[src/rtl/reg_file_if.sv]
// rtl/reg_file_if.sv - register file access bus (write port plus two read ports)
//
// Signals:
//   reg_write        write enable, sampled on rising clk
//   reg_write_dest   destination register address
//   reg_write_data   data to write
//   reg_read_addr_1  read port 1 address
//   reg_read_addr_2  read port 2 address
//   reg_read_data_1  read port 1 data (combinational)
//   reg_read_data_2  read port 2 data (combinational)
// Modports:
//   master  decode/writeback side, drives addresses and write data
//   slave   register file side, drives read data
interface reg_file_if #(
    parameter int DATA_W = 64,
    parameter int ADDR_W = 5
);
    logic              reg_write;
    logic [ADDR_W-1:0] reg_write_dest;
    logic [DATA_W-1:0] reg_write_data;
    logic [ADDR_W-1:0] reg_read_addr_1;
    logic [ADDR_W-1:0] reg_read_addr_2;
    logic [DATA_W-1:0] reg_read_data_1;
    logic [DATA_W-1:0] reg_read_data_2;

    modport master (
        output reg_write,
        output reg_write_dest,
        output reg_write_data,
        output reg_read_addr_1,
        output reg_read_addr_2,
        input  reg_read_data_1,
        input  reg_read_data_2
    );

    modport slave (
        input  reg_write,
        input  reg_write_dest,
        input  reg_write_data,
        input  reg_read_addr_1,
        input  reg_read_addr_2,
        output reg_read_data_1,
        output reg_read_data_2
    );
endinterface

[src/rtl/reg_file.sv]
// rtl/reg_file.sv - 32 x 64-bit register file, one synchronous write, two combinational reads
//
// Ports:
//   clk    system clock; writes take effect on the rising edge
//   reset  asynchronous active-high; clears every register immediately
//   bus    reg_file_if slave modport carrying the write port and both read ports
// Register 0 is hardwired to zero: writes to it are dropped and reads return 0.
// There is no write-to-read bypass; a read of the register being written shows
// the old value until the clock edge.
module reg_file #(
    parameter int DATA_W = 64,
    parameter int ADDR_W = 5
) (
    input  logic    clk,
    input  logic    reset,
    reg_file_if.slave bus
);
    localparam int DEPTH = 2 ** ADDR_W;

    logic [DATA_W-1:0] regs [DEPTH];

    // Entry 0 is reset like the others and never written, so it stays zero;
    // the read mux also forces zero so address 0 is correct by construction.
    always_ff @(posedge clk or posedge reset) begin
        if (reset) begin
            for (int i = 0; i < DEPTH; i++) begin
                regs[i] <= '0;
            end
        end else if (bus.reg_write && (bus.reg_write_dest != '0)) begin
            regs[bus.reg_write_dest] <= bus.reg_write_data;
        end
    end

    assign bus.reg_read_data_1 = (bus.reg_read_addr_1 == '0) ? '0 : regs[bus.reg_read_addr_1];
    assign bus.reg_read_data_2 = (bus.reg_read_addr_2 == '0) ? '0 : regs[bus.reg_read_addr_2];
endmodule

[src/flat_wrapper.sv]
// flat-port wrapper written by rule: the top's interface ports become plain ports
module reg_file_flat 
#(
    parameter int DATA_W = 64,
    parameter int ADDR_W = 5
)
  (clk, reset, bus_reg_write, bus_reg_write_dest, bus_reg_write_data, bus_reg_read_addr_1, bus_reg_read_addr_2, bus_reg_read_data_1, bus_reg_read_data_2);
  reg_file_if #(.DATA_W(DATA_W), .ADDR_W(ADDR_W)) bus_i ();
  input  logic clk;
  input  logic reset;
  input wire logic [$bits(bus_i.reg_write)-1:0] bus_reg_write;
  input wire logic [$bits(bus_i.reg_write_dest)-1:0] bus_reg_write_dest;
  input wire logic [$bits(bus_i.reg_write_data)-1:0] bus_reg_write_data;
  input wire logic [$bits(bus_i.reg_read_addr_1)-1:0] bus_reg_read_addr_1;
  input wire logic [$bits(bus_i.reg_read_addr_2)-1:0] bus_reg_read_addr_2;
  output wire logic [$bits(bus_i.reg_read_data_1)-1:0] bus_reg_read_data_1;
  output wire logic [$bits(bus_i.reg_read_data_2)-1:0] bus_reg_read_data_2;
  assign bus_i.reg_write = bus_reg_write;
  assign bus_i.reg_write_dest = bus_reg_write_dest;
  assign bus_i.reg_write_data = bus_reg_write_data;
  assign bus_i.reg_read_addr_1 = bus_reg_read_addr_1;
  assign bus_i.reg_read_addr_2 = bus_reg_read_addr_2;
  assign bus_reg_read_data_1 = bus_i.reg_read_data_1;
  assign bus_reg_read_data_2 = bus_i.reg_read_data_2;
  reg_file #(.DATA_W(DATA_W), .ADDR_W(ADDR_W)) u_core (.clk(clk), .reset(reset), .bus(bus_i));
endmodule
[config.mk]
export PLATFORM = sky130hd
export DESIGN_NAME = reg_file_flat
export DESIGN_NICKNAME = d
export VERILOG_FILES = /design/src/rtl/reg_file_if.sv /design/src/rtl/reg_file.sv /design/src/flat_wrapper.sv
export SDC_FILE = /design/constraint.sdc
export NUM_CORES = 2
export LEC_CHECK = 0
export CAP_MARGIN = 10
export CORE_AREA = 4 4 593 742
export CTS_CLUSTER_DIAMETER = 60
export DETAILED_ROUTE_END_ITERATION = 6
export DIE_AREA = 0 0 597 746
export PLACE_DENSITY_LB_ADDON = 0.3
export SETUP_SLACK_MARGIN = 0.3
export SLEW_MARGIN = 30
export SYNTH_ARGS = -nofsm -noshare
export SYNTH_HDL_FRONTEND = slang
export SYNTH_SLANG_ARGS = --single-unit
[constraint.sdc]
create_clock -name clk -period 64.4 [get_ports clk]
set_input_delay 6.44 -clock clk [delete_from_list [all_inputs] [get_ports clk]]
set_output_delay 6.44 -clock clk [all_outputs]
set_load 0.05 [all_outputs]
==> results.md <==
- Cell repeated most along the worst path: buf_4
- Largest stage delay, worst path: 780 ps
- HP Class: reg2reg
- Final Cell Area: 123,000 um2
- Routed WL: 383 mm
- CTS Buf Count: 220
- Worst Skew: 0 ps
- Synth top area cells: dfrtp_1, mux4_2, mux2_2
- Dpl cell area: 116,000 um2
- Post-route insts no fill: 12,415
- Clk buf depth: 4
- Rel. slew slack: 22.4%
- WL met3: 22.2 mm
- Top fanout value on the critical path: 54
- Synth Cell Area: 108,000 um2
- Startpoint types: primary input
- Yosys top cell by area: dfrtp_1
- CP top delay family: buffers and inverters
- Core area: 432,000 um2
- Post-DP HPWL: 219 mm
- Syn_nets: 6,775
- WS Path Type: in2out
- Total gr overflow: 0
- Post-synth EDFFs: 0
- Seq cells post-synth: 2,046
- Post CTS Setup Buffer Count: 0
- CTS hold repair buffers: 0
- Clk slew on worst S/H paths: 60 ps
- Post-route clock period utilization: 28.6%
- Synth async-reset ratio: 100%
- Share of layout cells above drive strength 1: 55.0%
- Run status: completed
- CP Data Arrival Time: 12,000 ps
- Top Registers: u_core.regs (2046)
- Drt via density: 5.21
- Initial DRT Pass Iterations: 5
- Worst path slowest cell: clkdlybuf4s50_1
- Via Count: 64,696
- Area growth syn-to-layout: 13.7%
- Dpl cells: 12,006
- Top cell type's share of synthesized area: 47.5%
- Ys flop type: dfrtp_1
- GP Congestion: 0.761
- Worst-Margin Slew: 1160 ps
- Unrepaired setup endpoints after global routing: false
- Pleak: 51.7 nW
- Total Die Area: 445,000 um2
- Worst vdd ir: 0.0000257 V
- Post-CTS sizing: 0
- Most numerous cell in the Yosys netlist: dfrtp_1
- Post-Route Setup TNS: 0 ps
- Most flop-heavy register: u_core.regs
- Clk_lat worst skew: 900 ps
- Top routing layer in use: met5
- Crit-path cells: buf_8 > buf_4 > buf_4 > buf_4 > buf_4 > mux4_2 > mux4_2 > a21o_1 > clkdlybuf4s50_1
- Hold Vio Cnt, Final: 0
- # DRC: 0
- Period minus WS final: 18,440 ps
- Yosys cell types: 49
- Total track usage: 16.9%
- Wl on met1: 162 mm
- Cells after Synth: 6,693
- Pins Over Slew Limit: 0
- Via count of the first global-routing pass: 70,041
- Routed len/inst: 30.9 um
- Fillers: 43,094
- Total chip power: 0.00388 W
- Reg2Reg Setup Slack: 63,580 ps
- Seq/Total Area, Yosys: 47.5%
- Post-Syn Area per Cell: 16.1 um2
- Ys Warns: 0
- Fin nets: 6,604
- Power Dens Cells: 31.6 nW/um2
- I/O Buffers: 209
- Max Cap Viol: 0
- Rows: 270
- CTS tree: done
- CP required: 57,960 ps
- Initial Util: 24.9%
- Initial DRC count: 4,663
- H-Tree Depth: 4
- Largest net degree at the start of global routing: 176
- First-pass GRT wire length: 547 mm
- Final ANT Viol Nets: 0
- Die Y: 746 um
- Setup-failing EPs final: 0
- CTS Sinks: 2,046
- Die Span X: 597 um
- Met2 wire len: 186 mm
- Max reg flops: 2,046
- IO Count: 210
- Critical path buffer and inverter count: 6
- Top cells by count, synth: dfrtp_1, mux2_2, mux4_2
- Fmax: 54.2 MHz
- Worst Setup End Kind: output port
- Root Buffer Master: clkbuf_16
- Initial antenna violation count: 70
[cell families (layout without fill, tap and decap cells)]
group	after synthesis	in the layout	synth area share, %
mux	3390	3390	46.5
flops	2046	2046	47.5
buf+inv	783	779	3.28
compound gates	310	310	2.00
simple gates	164	164	0.754
other cells	0	14	0
[worst paths after layout]
path,start,to,cells past startpoint
hold / removal,u_core.regs[2005],u_core.regs[2005],0
hold reg to reg,u_core.regs[2005],u_core.regs[2005],0
setup reg to reg,u_core.regs[215],u_core.regs[215],1
min in group asynchronous,reset,u_core.regs[1405],3
max in group asynchronous,reset,u_core.regs[1502],10
setup / recovery,bus_reg_read_addr_1[0],bus_reg_read_data_1[38],9
[placed cells by master (no fill, tap or decap), types with 71 or more instances in the layout]
cell	n
mux2_2	1948
clkdlybuf4s50_1	135
o22ai_1	116
dfrtp_1	2046
a21o_1	92
mux2i_1	277
clkbuf_16	223
mux4_2	1094
mux2_1	71
buf_4	132
[routing by layer]
layer,vias up,track usage (%)
li1,25694,-
met4,42,5.15
met2,1896,28.2
met3,615,3.29
met1,36449,22.1
met5,-,0
[area by class of cell]
class	instances	area, um2	area share, %
repair buffers	386	3650	2.98
multi-input cells	3864	53500	43.6
well taps	5712	7150	5.83
flip-flops and latches	2046	51200	41.7
clock inverters	63	676	0.551
inverters	4	38.8	0.0316
diodes	14	35.0	0.0286
clock buffers	326	6470	5.27
[where the power goes]
group / total (W) / switching [W] / leakage (nW) / internal [W]
registers: 0.00171 / 0.000178 / 26.2 / 0.00153
clock network: 0.00129 / 0.000555 / 3.53 / 0.000736
logic: 0.000881 / 0.000386 / 22.0 / 0.000495
[metrics by stage]
step | worst slack (ps) | hold slack, ps | utilization (%)
4_1_cts | 45760 | 377 | 28.4
3_3_place_gp | 45800 | 360 | 26.7
2_1_floorplan | 29550 | 425 | -
3_5_place_dp | 45780 | 363 | 26.7
5_1_grt | 45450 | 385 | 28.4
6_report | 45960 | 377 | 28.4
Power figures use the tool's default switching activity.
